### src/rtl/uart_rx_core.sv
// Oversampled UART receiver: 3-sample majority voting, valid/ready output and per-word error flags.
// Define UART_RX_BREAK_DET_EN to add the o_break output and break-frame suppression.
module uart_rx_core #(
    parameter int CLK_HZ    = 50_000_000,
    parameter int BAUD      = 115_200,
    parameter int OVS       = 16,
    parameter int DATA_W    = 8,
    parameter int PARITY    = 0,
    parameter int STOP_BITS = 1
) (
    input  logic              i_clk,
    input  logic              i_srst,
    input  logic              i_rxd,
    output logic [DATA_W-1:0] o_data,
    output logic              o_valid,
    input  logic              i_ready,
    output logic              o_frm_err,
    output logic              o_par_err,
    output logic              o_ovr,
`ifdef UART_RX_BREAK_DET_EN
    output logic              o_break,
`endif
    output logic              o_busy
);
    localparam int DIV    = (CLK_HZ + (BAUD * OVS) / 2) / (BAUD * OVS);
    localparam int TICK_W = (DIV > 1) ? $clog2(DIV) : 1;
    localparam int SUB_W  = $clog2(OVS);
    localparam int BIT_W  = $clog2(DATA_W + 1);

    localparam logic [TICK_W-1:0] TICK_LAST = TICK_W'(DIV - 1);
    localparam logic [SUB_W-1:0]  SMP_A     = SUB_W'(OVS / 2 - 1);
    localparam logic [SUB_W-1:0]  SMP_B     = SUB_W'(OVS / 2);
    localparam logic [SUB_W-1:0]  SMP_C     = SUB_W'(OVS / 2 + 1);
    localparam logic [SUB_W-1:0]  SUB_LAST  = SUB_W'(OVS - 1);
    localparam logic [BIT_W-1:0]  DATA_LAST = BIT_W'(DATA_W - 1);
    localparam logic [BIT_W-1:0]  STOP_LAST = BIT_W'(STOP_BITS - 1);
    localparam logic              PAR_ODD   = (PARITY == 1);

    typedef enum logic [2:0] {
        ST_IDLE,
        ST_START,
        ST_DATA,
        ST_PARITY,
        ST_STOP
`ifdef UART_RX_BREAK_DET_EN
        , ST_BREAK
`endif
    } state_t;

    state_t              state_q, state_d;
    logic [2:0]          rx_sync_q, rx_sync_d;
    logic [TICK_W-1:0]   tick_cnt_q, tick_cnt_d;
    logic [SUB_W-1:0]    sub_q, sub_d;
    logic [BIT_W-1:0]    bit_cnt_q, bit_cnt_d;
    logic [1:0]          smp_q, smp_d;
    logic [DATA_W-1:0]   shift_q, shift_d;
    logic                par_bit_q, par_bit_d;
    logic                frm_q, frm_d;
    logic                wait_high_q, wait_high_d;
    logic [DATA_W-1:0]   data_q, data_d;
    logic                valid_q, valid_d;
    logic                frm_err_q, frm_err_d;
    logic                par_err_q, par_err_d;
    logic                ovr_q, ovr_d;
`ifdef UART_RX_BREAK_DET_EN
    logic                break_q, break_d;
    logic                brk;
`endif

    logic rx_s, rx_fall, tick, maj, at_maj, at_end, done, par_err_now;

    // rx_sync_q[0..1] is the synchronizer; [2] is the previous synchronized value for edge detect.
    assign rx_sync_d   = {rx_sync_q[1:0], i_rxd};
    assign rx_s        = rx_sync_q[1];
    assign rx_fall     = rx_sync_q[2] & ~rx_sync_q[1];
    assign tick        = (tick_cnt_q == TICK_LAST);
    assign maj         = (smp_q[0] & smp_q[1]) | (smp_q[0] & rx_s) | (smp_q[1] & rx_s);
    assign at_maj      = tick && (sub_q == SMP_C);
    assign at_end      = tick && (sub_q == SUB_LAST);
    assign par_err_now = (PARITY != 0) && (((^shift_q) ^ par_bit_q) != PAR_ODD);

    // NOTE: every signal written here gets a default first, so no latch is inferred.
    always_comb begin
        state_d     = state_q;
        tick_cnt_d  = tick ? '0 : tick_cnt_q + 1'b1;
        sub_d       = sub_q;
        bit_cnt_d   = bit_cnt_q;
        smp_d       = smp_q;
        shift_d     = shift_q;
        par_bit_d   = par_bit_q;
        frm_d       = frm_q;
        wait_high_d = wait_high_q & ~rx_s;
        done        = 1'b0;
`ifdef UART_RX_BREAK_DET_EN
        brk         = 1'b0;
`endif
        if (tick) begin
            sub_d = at_end ? '0 : sub_q + 1'b1;
            if (sub_q == SMP_A) smp_d[0] = rx_s;
            if (sub_q == SMP_B) smp_d[1] = rx_s;
        end

        unique case (state_q)
            ST_IDLE: begin
                sub_d = '0;
                if (rx_fall && !wait_high_q) begin
                    state_d    = ST_START;
                    tick_cnt_d = '0;
                    bit_cnt_d  = '0;
                    par_bit_d  = 1'b0;
                    frm_d      = 1'b0;
                end
            end
            ST_START: begin
                if (at_maj && maj)  state_d = ST_IDLE;
                else if (at_end)    state_d = ST_DATA;
            end
            ST_DATA: begin
                if (at_maj) shift_d = {maj, shift_q[DATA_W-1:1]};
                if (at_end) begin
                    if (bit_cnt_q == DATA_LAST) begin
                        bit_cnt_d = '0;
                        state_d   = (PARITY != 0) ? ST_PARITY : ST_STOP;
                    end else begin
                        bit_cnt_d = bit_cnt_q + 1'b1;
                    end
                end
            end
            ST_PARITY: begin
                if (at_maj) par_bit_d = maj;
                if (at_end) state_d = ST_STOP;
            end
            ST_STOP: begin
                // The last stop bit completes at its majority point so a back-to-back start edge is caught.
                if (at_maj) begin
                    frm_d = frm_q | ~maj;
                    if (bit_cnt_q == STOP_LAST) begin
                        done        = 1'b1;
                        state_d     = ST_IDLE;
                        wait_high_d = frm_q | ~maj;
                    end
`ifdef UART_RX_BREAK_DET_EN
                    if ((bit_cnt_q == '0) && (shift_q == '0) && !par_bit_q && !maj) begin
                        done        = 1'b0;
                        brk         = 1'b1;
                        state_d     = ST_BREAK;
                        wait_high_d = 1'b0;
                    end
`endif
                end
                if (at_end) bit_cnt_d = bit_cnt_q + 1'b1;
            end
`ifdef UART_RX_BREAK_DET_EN
            ST_BREAK: begin
                if (rx_s) state_d = ST_IDLE;
            end
`endif
            default: state_d = ST_IDLE;
        endcase
    end

    always_comb begin
        data_d    = data_q;
        frm_err_d = frm_err_q;
        par_err_d = par_err_q;
        valid_d   = valid_q;
        ovr_d     = 1'b0;
`ifdef UART_RX_BREAK_DET_EN
        break_d   = brk;
`endif
        if (done) begin
            if (!valid_q || i_ready) begin
                data_d    = shift_q;
                frm_err_d = frm_d;
                par_err_d = par_err_now;
                valid_d   = 1'b1;
            end else begin
                ovr_d = 1'b1;
            end
        end else if (valid_q && i_ready) begin
            valid_d = 1'b0;
        end
    end

    // NOTE: flops use non-blocking assignments so every register samples pre-edge values.
    always_ff @(posedge i_clk) begin
        if (i_srst) begin
            state_q     <= ST_IDLE;
            rx_sync_q   <= 3'b111;
            tick_cnt_q  <= '0;
            sub_q       <= '0;
            bit_cnt_q   <= '0;
            smp_q       <= 2'b11;
            shift_q     <= '0;
            par_bit_q   <= 1'b0;
            frm_q       <= 1'b0;
            wait_high_q <= 1'b0;
            data_q      <= '0;
            valid_q     <= 1'b0;
            frm_err_q   <= 1'b0;
            par_err_q   <= 1'b0;
            ovr_q       <= 1'b0;
`ifdef UART_RX_BREAK_DET_EN
            break_q     <= 1'b0;
`endif
        end else begin
            state_q     <= state_d;
            rx_sync_q   <= rx_sync_d;
            tick_cnt_q  <= tick_cnt_d;
            sub_q       <= sub_d;
            bit_cnt_q   <= bit_cnt_d;
            smp_q       <= smp_d;
            shift_q     <= shift_d;
            par_bit_q   <= par_bit_d;
            frm_q       <= frm_d;
            wait_high_q <= wait_high_d;
            data_q      <= data_d;
            valid_q     <= valid_d;
            frm_err_q   <= frm_err_d;
            par_err_q   <= par_err_d;
            ovr_q       <= ovr_d;
`ifdef UART_RX_BREAK_DET_EN
            break_q     <= break_d;
`endif
        end
    end

    assign o_data    = data_q;
    assign o_valid   = valid_q;
    assign o_frm_err = frm_err_q;
    assign o_par_err = par_err_q;
    assign o_ovr     = ovr_q;
    assign o_busy    = (state_q != ST_IDLE);
`ifdef UART_RX_BREAK_DET_EN
    assign o_break   = break_q;
`endif

endmodule

### config.mk
export PLATFORM = sky130hd
export DESIGN_NAME = uart_rx_core
export DESIGN_NICKNAME = d
export VERILOG_FILES = /design/src/rtl/uart_rx_core.sv
export SDC_FILE = /design/constraint.sdc
export NUM_CORES = 1
export LEC_CHECK = 0
export ABC_AREA = 0
export BUFFER_PORTS_ARGS = -buffer_cell sky130_fd_sc_hd__buf_4
export CORE_MARGIN = 2
export CORE_UTILIZATION = 60
export DETAILED_ROUTE_END_ITERATION = 16
export GPL_ROUTABILITY_DRIVEN = 1
export GPL_TIMING_DRIVEN = 0
export HOLD_SLACK_MARGIN = 0.1
export PLACE_DENSITY = 0.81
export SLEW_MARGIN = 25
export SYNTH_ARGS = -nofsm -noshare
export SYNTH_HDL_FRONTEND = slang
export SYNTH_SLANG_ARGS = --single-unit
### constraint.sdc
create_clock -name i_clk -period 4.7 [get_ports i_clk]
set_input_delay 0.235 -clock i_clk [delete_from_list [all_inputs] [get_ports i_clk]]
set_output_delay 0.235 -clock i_clk [all_outputs]
set_load 0.05 [all_outputs]
; ---- After elaboration in Yosys (flattened, before gate mapping)
; Index checks and enable logic that the tools add are counted.
[word_totals]
wordCells = 100
output_inout_bits = 13
reg_bits = 42
inputBits = 4
[classes]
mux = 31
eq_ne = 19
reduce_logical = 22
n_bitwise = 11
addsub = 3
[op_table]
columns = operator, count
row1 = $mux 3, 8
row2 = $mux 4, 5
row3 = $mux 5, 3
row4 = $pmux 3 s5, 1
row5 = $ne 2x2->1 const B, 7
row6 = $eq 4x4->1 const B, 3
row7 = $mux 1, 12
row8 = $pmux 4 s3, 1
row9 = $reduce_and 2->1, 5
row10 = $add 4x1->4 const B, 2
row11 = $eq 4x3->1 const B, 2
row12 = $reduce_and 7->1, 1
row13 = $eq 3x2->1 const B, 2
row14 = $reduce_bool 3->1, 2
row15 = $add 5x1->5 const B, 1
row16 = $and 1x1->1, 5
row17 = $eq 5x5->1 const B, 1
row18 = $logic_and 1x1->1, 5
row19 = $logic_not 4->1, 1
row20 = $reduce_and 4->1, 1
row21 = $reduce_or 2->1, 2
row22 = $eq 3x1->1 const B, 1
row23 = $eq 3x3->1 const B, 1
row24 = $logic_not 3->1, 1
row25 = 8 further kinds, 13

; ---- Logic depth before layout (Yosys ltp)
; Gate-level depths: netlist of run 1.
[logic_depth]
depth_word = 8
ltp_mapped = 7
mapped_depth_nobuf = 6

; ---- Worst setup path after synthesis of run 1
; Ideal clock, no wire load.
[synth_timing]
path_kind = register to register
startpoint = reg tick_cnt_q[0]
endpoint = reg frm_err_q (netlist: o_frm_err)
setup_time_ps = 132
t_required_ps = 4568
arrival_time_ps = 1701
path_buffers = 1
stages_incl_launch_ff = 8
period_less_slack_ps = 1833
path_slack_ps = 2867
path_cell_list = dfxtp_1 inv_1 ha_1 nand4b_4 or4_4 buf_6 nor4b_2 nor3_1
[synth_via]
elab_chain_len = 5
elab_cells_between_ends = 7
cone_classes = eq/ne: 1 / mux: 4 / reduce/logical: 2
[synth_lines]
columns = element, line
row1 = from (decl), 52  ; logic [TICK_W-1:0] tick_cnt_q, tick_cnt_d;
row2 = from (signal assigned), 209  ; tick_cnt_q <= tick_cnt_d;
row3 = $eq 5x5->1 (*), 76  ; assign tick = (tick_cnt_q == TICK_LAST);
row4 = $logic_and 1x1->1 (*), 78  ; assign at_maj = tick && (sub_q == SMP_C);
row5 = $mux 1, 135  ; if (at_maj) begin
row6 = $mux 1, 103  ; unique case (state_q)
row7 = $reduce_and 2->1 (no source line), n/a
row8 = to (signal assigned), 219  ; frm_err_q <= frm_err_d;
row9 = to (decl), 62  ; logic frm_err_q, frm_err_d;
; Every way passes the cells marked *; elsewhere a longest branch is shown, timed or not.
; A chain may end at the register's enable or synchronous reset.

; ---- Worst setup path after layout of run 1
; Ends and elaborated chain as after synthesis.

==> results.cfg, run 1 <==
[status]
run_status = completed

[critical_path]
cp_data_arrival_time_ns = 2.23
crit_buf_inv = 2
path_max_fanout = 10
cp-start-kind = flop
path_class = flop to flop
cpLargestDelayFamily = simple AND/OR/NAND/NOR gates
critPathCaptureType = flop
worstPathRequired_ns = 4.94
worstPathCellList = inv_1 > ha_1 > nand4b_4 > or4_4 > buf_6 > nor4b_2 > nor3_1
cpPeakStageDelay_ns = 0.58
r2r_slack_ns = 2.71
slowest_stage = or4_4

[cts]
htreeDepth = 2
cts.path.max_buffers = 2
postCtsSetupBuffers = 0
cts_tree = yes
cts_buffers = 5
cts-root-buf = clkbuf_4
clkLatencyLatePin_ns = 0.36
numClockSinks = 42
clk_pin_slew_ns = 0.12

[logic_synthesis]
ys_types = 46
synthFlopType = dfxtp_1
ys_seq_elements = 42
seq_area_frac_synth_pct = 43.4
syn-num-nets = 224
synth_top_area_share_pct = 43.4
synth_most_common_cell = dfxtp_1
synthCells = 213
syn_area_um2 = 1940
synth_edf_count = 0
synth_area_leader_cell = dfxtp_1
yosys_warnings = 0
synthTopCellsByCount = 42 x dfxtp_1, 20 x nor2_1, 16 x a21oi_1, 16 x nand2_1
async_flop_share_pct = 0
yosys-top-cells-area = dfxtp_1 43%, mux2i_1 5.7%, ha_1 4.5%, a21oi_1 4.1%, nor2_1 3.9%
synth_area_per_cell_um2 = 9.09

[final_layout]
n_fill_cell = 241
drive_gt1_share_pct = 15.7
multi_input_area_um2 = 1010
fin_util_pct = 71.4
diodes = 0
nNetsFinal = 246
seqCellArea_um2 = 841
area_growth_pct = 12.7

[timing]
finalClockSkew_ns = 0.0117
tightestPinTransition_ns = 0.683
slew_headroom_pct = 54.2
setup-tns-final_ns = 0
post-route-min-period_ns = 1.99
setup_viol = 0
slew_viol_final = 0
period_share_pct = 42.4
hold_viol = 0
grt_setup_unrepaired = false
fmax_ghz = 0.502

[power_and_ir_drop]
leakage_uw = 0.000837
powerDensity_nw_per_um2 = 284
worst_ir_drop_vdd_mv = 0.183
total_power_uw = 619

[floorplan]
placementRows = 20
die_y_um = 60.8
ios = 17
die_area_um2 = 3700
dieWidth_um = 60.8
start_util_pct = 63.4
coreArea_um2 = 3050

[route]
top_layer = met4
ant_nets = 0
drt_iter0_markers = 146
wl_per_cell_um = 14.7
first_pass_iters = 4
route.met3.wl_um = 271
wl_met2_mm = 2.00
vias_per_cell = 6.10
num_vias = 1707
postRouteWirelength_mm = 4.12
wl_met1_mm = 1.77
drc = 0

[global_route]
grt_pass1_wl_mm = 6.97
grt.overflow.total = 0
grt_pass1_vias = 1522
grt_use_total_pct = 25.7
antenna_found_initial = 0
grt_max_degree = 13

[hold_path]
min_path_type = input port to flop

[placed_design]
place_congestion = 0.929
dpl.hpwl_mm = 2.84
port_buffers = 14

[job]
cap_violations = 0
## stage by stage
stage | instances | worst slack, ns | area, µm² | hold slack (ns)
finish | 280 | 2.71 | 2180 | 0.365
global route | 280 | 2.56 | 2180 | 0.417
floorplan | 213 | 2.87 | 1940 | 0.339
CTS | 280 | 2.70 | 2180 | 0.344
detailed placement | 271 | 2.72 | 2100 | 0.410
global placement | 271 | 2.75 | 2100 | 0.402
## state kept, by name, summed over array words and instances (netlist names), 2 cells and up
register    cells
sub_q           4
bit_cnt_q       4
tick_cnt_q      5
state_q         3
o_data          8
shift_q         8
rx_sync_q       3
smp_q           2
## metal layers
metal,global-route usage (%),up-vias
li1,-,804
met1,31.7,818
met2,43.2,75
met3,5.76,10
met4,10.6,0
met5,0,-
## report_power, final
| group | total [µW] | switching (µW) | internal [µW] |
|---|---|---|---|
| combinational | 28.3 | 17.9 | 10.5 |
| clock | 228 | 115 | 113 |
| sequential | 363 | 2.97 | 360 |
| total | 619 | 136 | 483 |
## logic make-up after synthesis
| family | Yosys count | synth area share (%) |
|---|---|---|
| flip-flops | 42 | 43.4 |
| adder cells (fa/ha/maj) | 8 | 5.04 |
| multiplexers | 11 | 5.69 |
| XOR/XNOR | 4 | 1.81 |
| other | 1 | 0.194 |
| buffers and inverters | 18 | 4.33 |
| AO/OA/AOI/OAI | 43 | 13.6 |
| AND/OR/NAND/NOR | 86 | 25.9 |
## cell usage in the layout (no fill, tap or decap), types with 2 or more instances in the layout
cell | synthesis | routed
nor2_1 | 20 | 20
xor2_1 | 3 | 3
nand4_1 | 10 | 10
buf_2 | 4 | 4
inv_1 | 7 | 7
nand2b_1 | 7 | 7
o22ai_1 | 2 | 2
ha_1 | 7 | 7
nor3_1 | 5 | 5
clkbuf_1 | 5 | 7
nor3b_1 | 2 | 2
nand3_1 | 7 | 7
clkbuf_4 | 0 | 5
a311oi_1 | 2 | 2
a21oi_1 | 16 | 16
and4b_1 | 3 | 3
o21a_1 | 2 | 2
mux2i_1 | 11 | 11
o21ai_0 | 11 | 11
nand2_1 | 16 | 16
or2_2 | 5 | 5
buf_4 | 1 | 15
a211o_1 | 2 | 2
dfxtp_1 | 42 | 42
## path summary, 6_finish.rpt
check | start | to | cells past startpoint
setup / recovery | tick_cnt_q[0]$_SDFF_PP0_ | o_frm_err$_SDFFE_PP0P_ | 7
hold / removal | i_srst | state_q[0]$_SDFFE_PP0P_ | 2
setup reg to reg | tick_cnt_q[0]$_SDFF_PP0_ | o_frm_err$_SDFFE_PP0P_ | 7
hold reg to reg | rx_sync_q[0]$_SDFF_PP1_ | rx_sync_q[1]$_SDFF_PP1_ | 1
## final cells by class
class	count	share of cell area (%)
clock buffers	7	2.07
flip-flops and latches	42	38.6
well taps	44	2.52
inverters	7	1.20
repair buffers	15	5.28
plain buffers	11	2.64
multi-input cells	153	46.4
clock inverters	1	1.38
## repair_timing
item	4_1_cts	5_1_grt
gates resized for setup	0	0
hold endpoints to repair	1	0
hold buffers	1	0
Power figures use the tool's default switching activity.
==> inputs of run 2 (changes only) <==
--- a/config.mk
+++ b/config.mk
@@ -5,15 +5,15 @@
 export SDC_FILE = /design/constraint.sdc
 export NUM_CORES = 1
 export LEC_CHECK = 0
-export ABC_AREA = 0
+export ABC_AREA = 1
 export BUFFER_PORTS_ARGS = -buffer_cell sky130_fd_sc_hd__buf_4
 export CORE_MARGIN = 2
-export CORE_UTILIZATION = 60
+export CORE_UTILIZATION = 52
 export DETAILED_ROUTE_END_ITERATION = 16
 export GPL_ROUTABILITY_DRIVEN = 1
 export GPL_TIMING_DRIVEN = 0
 export HOLD_SLACK_MARGIN = 0.1
-export PLACE_DENSITY = 0.81
+export PLACE_DENSITY = 0.75
 export SLEW_MARGIN = 25
 export SYNTH_ARGS = -nofsm -noshare
 export SYNTH_HDL_FRONTEND = slang
==> constraint.sdc (replaced) <==
create_clock -name i_clk -period 1.62 [get_ports i_clk]
set_input_delay 0.081 -clock i_clk [delete_from_list [all_inputs] [get_ports i_clk]]
set_output_delay 0.081 -clock i_clk [all_outputs]
set_load 0.05 [all_outputs]
==> results.cfg, run 2 <==
[logic_synthesis]
synth_area_leader_cell = dfxtp_1
synth_area_per_cell_um2 = 7.77
synth_edf_count = 0
yosys_warnings = 0
synthCells = 251
ys_seq_elements = 42
seq_area_frac_synth_pct = 43.1
async_flop_share_pct = 0
yosys-top-cells-area = dfxtp_1 43%, nand2_1 13%, nand3_1 5.9%, a21oi_1 4.9%, ha_1 4.5%
synthTopCellsByCount = 66 x nand2_1, 42 x dfxtp_1, 23 x nand3_1
synth_top_area_share_pct = 43.1
ys_types = 36
syn_area_um2 = 1950
syn-num-nets = 262
synthFlopType = dfxtp_1
synth_most_common_cell = nand2_1

[timing]
post-route-min-period_ns = 1.59
slew_viol_final = 0
period_share_pct = 97.9
grt_setup_unrepaired = true
hold_slack_ns = 0.134
slew_headroom_pct = 59.9
fmax_ghz = 0.631
setup_ws_ns = 0.0340
hold_viol = 0
setup_viol = 0
finalClockSkew_ns = 0.00340
tightestPinTransition_ns = 0.602

[final_layout]
final_cell_mix = 55 x nand2_1, 38 x dfxtp_1, 23 x nand3_1, 22 x buf_4, 19 x a21oi_1
final_common_cell = nand2_1
drive_gt1_share_pct = 29.6
multi_input_area_um2 = 1060
seqCellArea_um2 = 846
n_fill_cell = 329
area_growth_pct = 21.4
nNetsFinal = 294
diodes = 0

[route]
drt_iter0_markers = 48
num_vias = 1711
vias_per_cell = 5.15
first_pass_iters = 4
drc = 0
ant_nets = 0
wl_per_cell_um = 11.8
postRouteWirelength_mm = 3.91

[power_and_ir_drop]
worst_ir_drop_vdd_mv = 0.796
powerDensity_nw_per_um2 = 1020
leakage_uw = 0.00104

[critical_path]
critPathCaptureType = flop
r2r_slack_ns = 0.03
path_max_fanout = 6
worstPathRequired_ns = 1.85
cp_data_arrival_time_ns = 1.82
cp-start-kind = flop
path_class = flop to flop

[cts]
numClockSinks = 42
cts-root-buf = clkbuf_8
cts_buffers = 5
cts.path.max_buffers = 2
htreeDepth = 2
clk_pin_slew_ns = 0.08
cts_tree = yes
clkLatencyLatePin_ns = 0.30

[global_route]
grt_pass1_vias = 1521
grt_use_total_pct = 19.6
grt_pass1_wl_mm = 6.45
grt_max_degree = 14
grt.overflow.total = 0
antenna_found_initial = 0

[floorplan]
ios = 17
start_util_pct = 53.7
placementRows = 22
coreArea_um2 = 3630
dieWidth_um = 65.2
die_area_um2 = 4260
die_y_um = 65.2

[placed_design]
dpl_worst_slack_ns = -0.0598
port_buffers = 14
dpl.hpwl_mm = 2.61
place_congestion = 0.844

[hold_path]
min_path_type = input port to flop

[job]
cap_violations = 0

[status]
run_status = completed
==> run 2: per-layer routing <==
layer / part of all wire [%] / routed length [µm] / track usage (%)
met1: 47 / 1850 / 24.7
met4: 2.1 / 84 / 7.81
met5: 0 / 0 / 0
met2: 46 / 1820 / 31.1
met3: 4.0 / 156 / 6.34
==> run 2: cell type report <==
cell class	instances	area share, %
clock buffers	6	3.06
flip-flops and latches	42	35.7
plain buffers	5	1.00
well taps	48	2.54
inverters	25	4.28
multi-input cells	180	45.0
clock inverters	2	0.581
repair buffers	23	7.50
repair inverters	1	0.370
==> run 2: timing repair <==
action,CTS,global route
gates resized for setup,0,27
setup endpoints to repair,22,26
cloned,0,2
pin swaps,2,10
hold buffers,2,0
setup buffers,4,3
hold endpoints to repair,3,0
==> run 2: path summary, 6_finish.rpt <==
check / from / end / cells past startpoint
max: tick_cnt_q[0]$_SDFF_PP0_ / o_data[2]$_SDFFE_PP0P_ / 10
min: i_srst / o_data[5]$_SDFFE_PP0P_ / 2
max reg2reg: tick_cnt_q[0]$_SDFF_PP0_ / o_data[2]$_SDFFE_PP0P_ / 10
min reg2reg: rx_sync_q[0]$_SDFF_PP1_ / rx_sync_q[1]$_SDFF_PP1_ / 1
==> run 2: where the power goes <==
part	total [µW]	switching [µW]	internal, µW
sequential	1130	50.7	1080
combinational	617	415	202
clock	672	368	304
==> run 2: kinds of logic after synthesis <==
group	after synthesis	synth area share, %
AND/OR/NAND/NOR	125	30.5
flip-flops	42	43.1
AO/OA/AOI/OAI	41	13.2
buffers and inverters	30	6.29
adder cells (fa/ha/maj)	7	4.49
XOR/XNOR	5	2.24
other	1	0.192
==> run 2: critical path, stage by stage (launching register included) <==
cell     delay (ns)
dfxtp_2        0.34
inv_2          0.06
ha_4           0.14
nand2_4        0.05
nor2_4         0.19
nand3_2        0.13
nor2_4         0.19
nand2_4        0.14
inv_6          0.11
nand2_1        0.06
a21oi_2        0.10
==> run 2: per-stage QoR <==
step	setup TNS, ns	util, %	cell area [µm²]	total power [µW]	cells
final	0	65.2	2370	2420	332
after floorplan	0	-	1950	1620	251
after detailed placement	-0.704	58.2	2120	1740	313
after CTS	0	62.0	2250	2410	327
after global placement	-0.249	58.2	2120	1730	313
after global routing	-0.407	65.2	2370	2560	332
